--- src/rtl/pc_sequencer.sv ---
// Next-PC unit: PC register, next-PC selection, stall, exception redirect,
// target-alignment check and a circular return-address stack.
module pc_sequencer #(
  parameter int               WIDTH        = 32,
  parameter logic [WIDTH-1:0] RESET_VECTOR = '0,
  parameter logic [WIDTH-1:0] EXC_VECTOR   = WIDTH'(32'h0000_0180),
  parameter int               RAS_DEPTH    = 4
) (
  input  logic                           clk,
  input  logic                           rst_n,
  input  logic                           stall,
  input  logic [2:0]                     select,
  input  logic [WIDTH-1:0]               branchAddr,
  input  logic [WIDTH-1:0]               jumpAddr,
  input  logic [WIDTH-1:0]               ReadData1,
  input  logic                           exc_req,
  output logic [WIDTH-1:0]               pc,
  output logic [WIDTH-1:0]               pc4,
  output logic [WIDTH-1:0]               epc,
  output logic                           exc_taken,
  output logic                           misaligned,
  output logic                           illegal_sel,
  output logic [$clog2(RAS_DEPTH+1)-1:0] ras_count
);

  localparam int PTRW = $clog2(RAS_DEPTH);
  localparam int CW   = $clog2(RAS_DEPTH+1);

  logic [WIDTH-1:0] pc_q, epc_q, nextPc_d, rasTop;
  logic [WIDTH-1:0] ras_q [RAS_DEPTH];
  logic [PTRW-1:0]  ptr_q;
  logic [CW-1:0]    rasCount_q;
  logic             excTaken_q, misaligned_q, illegalSel_q;
  logic             push_d, pop_d, illegal_d, misTarget_d;

  assign pc4    = pc_q + WIDTH'(4);
  assign rasTop = ras_q[ptr_q - PTRW'(1)];

  always_comb begin
    nextPc_d  = pc4;
    push_d    = 1'b0;
    pop_d     = 1'b0;
    illegal_d = 1'b0;
    case (select)
      3'b000: nextPc_d = pc4;
      3'b001: nextPc_d = branchAddr;
      3'b010: nextPc_d = jumpAddr;
      3'b011: nextPc_d = ReadData1;
      3'b100: begin
        nextPc_d = jumpAddr;
        push_d   = 1'b1;
      end
      3'b101: begin
        // An empty stack falls back to the register target without popping.
        if (rasCount_q != '0) begin
          nextPc_d = rasTop;
          pop_d    = 1'b1;
        end else begin
          nextPc_d = ReadData1;
        end
      end
      default: illegal_d = 1'b1;
    endcase
    misTarget_d = (nextPc_d[1:0] != 2'b00);
  end

  always_ff @(posedge clk or negedge rst_n) begin
    if (!rst_n) begin
      pc_q         <= RESET_VECTOR;
      epc_q        <= '0;
      excTaken_q   <= 1'b0;
      misaligned_q <= 1'b0;
      illegalSel_q <= 1'b0;
      ptr_q        <= '0;
      rasCount_q   <= '0;
      for (int i = 0; i < RAS_DEPTH; i++) ras_q[i] <= '0;
    end else begin
      excTaken_q   <= 1'b0;
      misaligned_q <= 1'b0;
      illegalSel_q <= 1'b0;
      if (!stall) begin
        illegalSel_q <= illegal_d;
        if (exc_req) begin
          pc_q       <= EXC_VECTOR;
          epc_q      <= pc_q;
          excTaken_q <= 1'b1;
        end else if (misTarget_d) begin
          pc_q         <= EXC_VECTOR;
          epc_q        <= nextPc_d;
          excTaken_q   <= 1'b1;
          misaligned_q <= 1'b1;
        end else begin
          pc_q <= nextPc_d;
          // Overflow overwrites the oldest entry; the count just saturates.
          if (push_d) begin
            ras_q[ptr_q] <= pc4;
            ptr_q        <= ptr_q + PTRW'(1);
            if (rasCount_q != CW'(RAS_DEPTH)) rasCount_q <= rasCount_q + CW'(1);
          end else if (pop_d) begin
            ptr_q      <= ptr_q - PTRW'(1);
            rasCount_q <= rasCount_q - CW'(1);
          end
        end
      end
    end
  end

  assign pc          = pc_q;
  assign epc         = epc_q;
  assign exc_taken   = excTaken_q;
  assign misaligned  = misaligned_q;
  assign illegal_sel = illegalSel_q;
  assign ras_count   = rasCount_q;

endmodule
--- config.mk ---
export PLATFORM = sky130hd
export DESIGN_NAME = pc_sequencer
export DESIGN_NICKNAME = d
export VERILOG_FILES = /design/src/rtl/pc_sequencer.sv
export SDC_FILE = /design/constraint.sdc
export NUM_CORES = 1
export LEC_CHECK = 0
export ABC_AREA = 1
export CORE_AREA = 5 5 184 186
export DETAILED_ROUTE_END_ITERATION = 8
export DIE_AREA = 0 0 189 191
export SLEW_MARGIN = 20
export SYNTH_ARGS = -nofsm -noshare
export SYNTH_HDL_FRONTEND = slang
export SYNTH_SLANG_ARGS = --single-unit
--- constraint.sdc ---
create_clock -name clk -period 3.2 [get_ports clk]
set_input_delay 0.32 -clock clk [delete_from_list [all_inputs] [get_ports clk]]
set_output_delay 0.32 -clock clk [all_outputs]
set_load 0.005 [all_outputs]
Yosys cells after proc, flatten, opt, wreduce, memory -nomap -nowiden
Index checks and enable logic that the tools add are counted.
{ "op_classes": {"add_sub_neg": 5, "order_cmp": 3, "eq_ne": 7, "mux": 27, "bitwise_logic": 5, "n_reduce_logical": 12} }
{ "op_table": {"columns": ["operator", "count"], "rows": [
  ["2-to-1 mux 32 bit", 8],
  ["bitwise mux 128 bit", 1],
  ["case mux 32 bit (4 select lines)", 1],
  ["binary-select mux 32 bit (select 2 bit)", 1],
  ["demux 32 bit (select 2 bit)", 1],
  ["adder 32 x 3 -> 32 bit, second input constant", 1],
  ["2-to-1 mux 1 bit", 10],
  ["2-to-1 mux 3 bit", 3],
  ["AND reduction 4 bit", 2],
  ["== test 3 x 2 -> 1 bit, second input constant", 2],
  ["== test 3 bit, second input constant", 2],
  [">= comparator 3 bit, second input constant", 2],
  ["NOT 2 -> 3 bit", 2],
  ["nonzero test 2 bit", 3],
  ["OR reduction 6 bit", 1],
  ["AND reduction 5 bit", 1],
  ["2-to-1 mux 2 bit", 2],
  ["adder 3 x 1 -> 3 bit, second input constant", 1],
  ["== test 3 x 1 -> 1 bit, second input constant", 1],
  ["logical NOT 3 bit", 1],
  ["less-than comparator 3 x 1 -> 1 bit, second input constant", 1],
  ["inequality test 3 bit, second input constant", 1],
  ["NOT 1 bit", 3],
  ["nonzero test 3 bit", 1],
  ["7 further kinds", 7]
]} }
{ "totals": {"regBits": 200, "output_inout_bits": 102, "wordCells": 70} }

Longest topological paths before layout
{ "logic_depth": {"depth_word": 11, "ltp_mapped": 18, "depth_no_buf": 13} }

Worst setup path before layout
Ideal clock, no wire load.
{ "synth_timing": {"path_kind": "reg2reg", "startpoint": "register ptr_q[0]", "endpoint": "register rasCount_q[0], in the netlist ras_count[0]", "setup_ns": 0.126, "arrival_time_ns": 2.623, "setup_slack_ns": 0.450, "path_stages_with_launch": 18, "path_buffers": 6, "synth_period_minus_slack_ns": 2.750, "path_cell_list": "dfrtp_1 > buf_2 > inv_1 > clkbuf_1 > buf_2 > ha_1 > clkbuf_1 > inv_2 > nand3_1 > nand2_1 > nand2_1 > nand2_1 > nand3_1 > nor2_1 > buf_4 > buf_4 > nand2_1 > xor2_1"} }
{ "synth_via": {"elab_chain_len": 10} }
{ "synth_lines": {"columns": ["item", "line", "rtl"], "rows": [
  ["start: declaration", "31", "logic [PTRW-1:0] ptr_q;"],
  ["start signal: assignment", "97", "ptr_q <= ptr_q + PTRW'(1);"],
  ["start signal: assignment", "100", "ptr_q <= ptr_q - PTRW'(1);"],
  ["subtractor 2 x 1 -> 2 bit", "37", "assign rasTop = ras_q[ptr_q - PTRW'(1)];"],
  ["NOT 2 -> 3 bit (implied by the code)", "37", null],
  ["binary-select mux 32 bit (select 2 bit)", "37", null],
  ["2-to-1 mux 32 bit (implied by the code) (2 in a row)", "37", null],
  ["2-to-1 mux 32 bit", "55", "if (rasCount_q != '0) begin"],
  ["case mux 32 bit (4 select lines)", "44", "case (select)"],
  ["nonzero test 2 bit", "64", "misTarget_d = (nextPc_d[1:0] != 2'b00);"],
  ["NOT 1 bit (no source line)", null, null],
  ["AND reduction 5 bit (no source line)", null, null],
  ["end signal: assignment", "98", "if (rasCount_q != CW'(RAS_DEPTH)) rasCount_q <= rasCount_q + CW'(1);"],
  ["end signal: assignment", "101", "rasCount_q <= rasCount_q - CW'(1);"],
  ["end: declaration", "32", "logic [CW-1:0] rasCount_q;"]
]} }
No other way between the ends. The select of a mux whose other input is x is not followed.
A chain may end at the register's enable or synchronous reset.

Worst setup path in the final report
{ "layout_timing": {"startpoint": "register pc_q[3], in the netlist pc[3]", "endpoint": "output pc4[30]"} }
{ "layout_via": {"elab_chain_len": 1} }
{ "layout_lines": {"columns": ["item", "line", "rtl"], "rows": [
  ["start: declaration", "29", "logic [WIDTH-1:0] pc_q, epc_q, nextPc_d, rasTop;"],
  ["start signal: assignment", "93", "pc_q <= nextPc_d;"],
  ["adder 32 x 3 -> 32 bit", "36", "assign pc4 = pc_q + WIDTH'(4);"],
  ["end: declaration", "18", "output logic [WIDTH-1:0] pc4,"]
]} }
No other way between the ends.

==> impl_metrics.py <==
metrics = {
    "global_route": {
        "grt_pass1_vias": 13100,
        "grt_max_degree": 116,
        "grt_util_all_layers": 0.278,
        "grt_remaining_overflow": 0,
        "antenna_found_initial": 0,
        "grt_pass1_wl_um": 78600,
    },
    "cells_and_area": {
        "layout_common_cells": "nand2_1 (762), clkdlybuf4s50_1 (202), dfrtp_1 (197), nand3_1 (188), inv_1 (181)",
        "multiInputGateArea_um2": 6310,
        "nFillCells": 3212,
        "area_growth_pct": 25.4,
        "drive_gt1_frac": 0.0609,
        "final_common_cell": "nand2_1",
        "regArea_um2": 5010,
        "finalNetCount": 2180,
        "antennaDiodeCount": 0,
    },
    "logic_synthesis": {
        "syn_area_um2": 12500,
        "avgSynthCellArea_um2": 6.52,
        "synth_edf_count": 0,
        "yosysSeqAreaShare": 0.399,
        "synth-async-reset-ratio": 1.00,
        "postSynthCellCount": 1925,
        "yosysUniqueCellTypes": 29,
        "synth_fp_nets": 2034,
        "yosysWarningCount": 0,
        "ys.flop_type": "dfrtp_1",
        "synth-seq-cells": 200,
    },
    "floorplan": {
        "pin_count": 205,
        "rows": 66,
        "die_h_um": 191,
        "start_util": 0.390,
        "die_area_um2": 36100,
        "dieWidth_um": 189,
        "core_um2": 32100,
    },
    "timing": {
        "setup_viol": 0,
        "finalSetupTns_ns": 0,
        "fin_hold_ws_ns": 0.395,
        "skew_ns": 0.0235,
        "fin_crit_ns": 3.08,
        "min_period_over_period": 0.962,
        "hold_viol": 0,
        "relSlewSlack": 0.517,
        "drv_slew": 0,
        "max_clock_freq_mhz": 325,
        "worst-slew-pin-transition_ns": 0.724,
        "layout_setup_ws_ns": 0.121,
    },
    "run": {
        "max_cap_viol_count": 0,
    },
    "pwr": {
        "powerDensity_nw_per_um2": 632,
        "cellLeakagePower_nw": 8.03,
        "ir_worst_vdd_mv": 0.433,
    },
    "drt": {
        "vias": 13700,
        "via_per_inst": 5.51,
        "ant_nets": 0,
        "routedWlPerCell_um": 20.5,
        "drc": 0,
        "routed_wl_um": 51000,
        "dr.first_iter.drc_count": 1567,
        "firstDrtPassIters": 5,
    },
    "critical_path": {
        "path_cells": "ha_1 > nand2_1 > nor2_4 > inv_1 > nor2_1 > nand3_1 > nand2_2 > clkdlybuf4s50_1",
        "critPathLaunchType": "flop",
        "cp_top_family": "simple AND/OR/NAND/NOR gates",
        "max_stage_delay_ns": 0.55,
        "cpMaxStageDelayCell": "clkdlybuf4s50_1",
        "critical_path_class": "flop to primary output",
        "crit_buf_inv": 2,
        "critPathLaunch": "pc[3]$_DFFE_PN0N_",
        "cp.arrival_ns": 2.76,
        "crit_path_end_kind": "primary output",
        "required_ns": 2.88,
        "crit_fanout": 6,
        "r2r_start": "ptr_q[1]$_DFFE_PN0P_",
    },
    "place": {
        "pre_cts_ws_ns": 0.190,
        "dp_hpwl_um": 36400,
        "place_congestion": 0.944,
        "port_buffers": 204,
    },
    "cts": {
        "numCtsBuffers": 17,
        "cts.path.max_buffers": 2,
        "worstSkewPairLatency_ns": 0.45,
        "path_clk_slew_ns": 0.08,
        "cts.sinks": 200,
        "cts_root_buf": "clkbuf_16",
        "htree_levels": 4,
        "cts_tree": "built",
    },
    "worst_hold_path": {
        "min_from": "exc_req",
        "min_path_type": "primary input to flop",
    },
    "outcome": {
        "outcome": "completed",
    },
}
cells by family after synthesis:
group	share of synthesized area
buf+inv	0.104
simple gates	0.446
compound gates	0.0393
flops	0.399
xor+xnor	0.00489
fa+ha+maj	0.00658
cells in the mapped netlist, drive strengths merged, types with 2 or more instances:
cell type,instances,area [µm²]
a21oi,16,80.1
a22oi,4,30.0
buf,58,305
clkbuf,78,293
dfrtp,200,5000
ha,5,62.6
inv,187,702
nand2,777,2920
nand3,188,941
nand3b,15,113
nand4,164,1030
nor2,151,574
o211ai,2,15.0
o21ai,41,205
o22ai,26,163
xnor2,2,17.5
xor2,5,43.8
through the flow:
stage / util / cells / instance area (µm²) / total power [mW]
after floorplan: - / 1925 / 12500 / 5.45
after global placement: 0.468 / 2458 / 15000 / 7.54
after detailed placement: 0.468 / 2458 / 15000 / 7.55
after CTS: 0.488 / 2491 / 15700 / 9.89
after global routing: 0.490 / 2492 / 15700 / 10.4
final: 0.490 / 2492 / 15700 / 9.94
worst paths after layout:
kind	slack (ns)	end	cells after the start
min in group asynchronous	0.45	ras_q[34]$_DFFE_PN0P_	2
setup / recovery	0.12	pc4[30]	8
max in group asynchronous	1.94	pc[3]$_DFFE_PN0N_	3
hold / removal	0.40	epc[3]$_DFFE_PN0P_	5
hold reg to reg	0.47	ras_q[102]$_DFFE_PN0P_	2
setup reg to reg	0.37	pc[15]$_DFFE_PN0N_	11
final cells by class:
class / count / area share
Tap cell: 408 / 0.0325
Inverter: 188 / 0.0449
Clock inverter: 15 / 0.0131
Sequential cell: 200 / 0.319
Clock buffer: 17 / 0.0271
Multi-Input combinational cell: 1401 / 0.401
Timing Repair Buffer: 263 / 0.163
worst reg2reg max path, delay by kind of cell, from the launching register on:
family                     cells  cell delay, ns
and+or+nand+nor                7            1.34
DFF                            1            0.40
adders and majority gates      1            0.40
AOI/OAI and AO/OA              1            0.33
buffers and inverters          2            0.26
repair_timing:
item                                   4_1_cts  5_1_grt
gates resized for setup                      5       19
pin swaps                                    0        1
setup endpoints to repair                   10       19
buffers inserted                             0        1
hold buffers                                 1        0
endpoints found under the hold margin       66        0
registers in the layout (all words and copies together) (netlist names):
name	flops
ras_q	128
epc	32
pc	32
ras_count	3
ptr_q	2
exc_taken	1
illegal_sel	1
misaligned	1
power breakdown:
group          switching [mW]  leakage (nW)  internal (mW)
logic                    3.08          5.01           1.43
registers               0.266          2.72           2.83
clock network            1.18         0.303           1.15
total                    4.53          8.03           5.40
metal layers:
metal / track usage / part of all wire
met1: 0.393 / 0.45
met2: 0.447 / 0.46
met3: 0.0424 / 0.070
met4: 0.0768 / 0.028
met5: 0 / 0
Power figures use the tool's default switching activity.
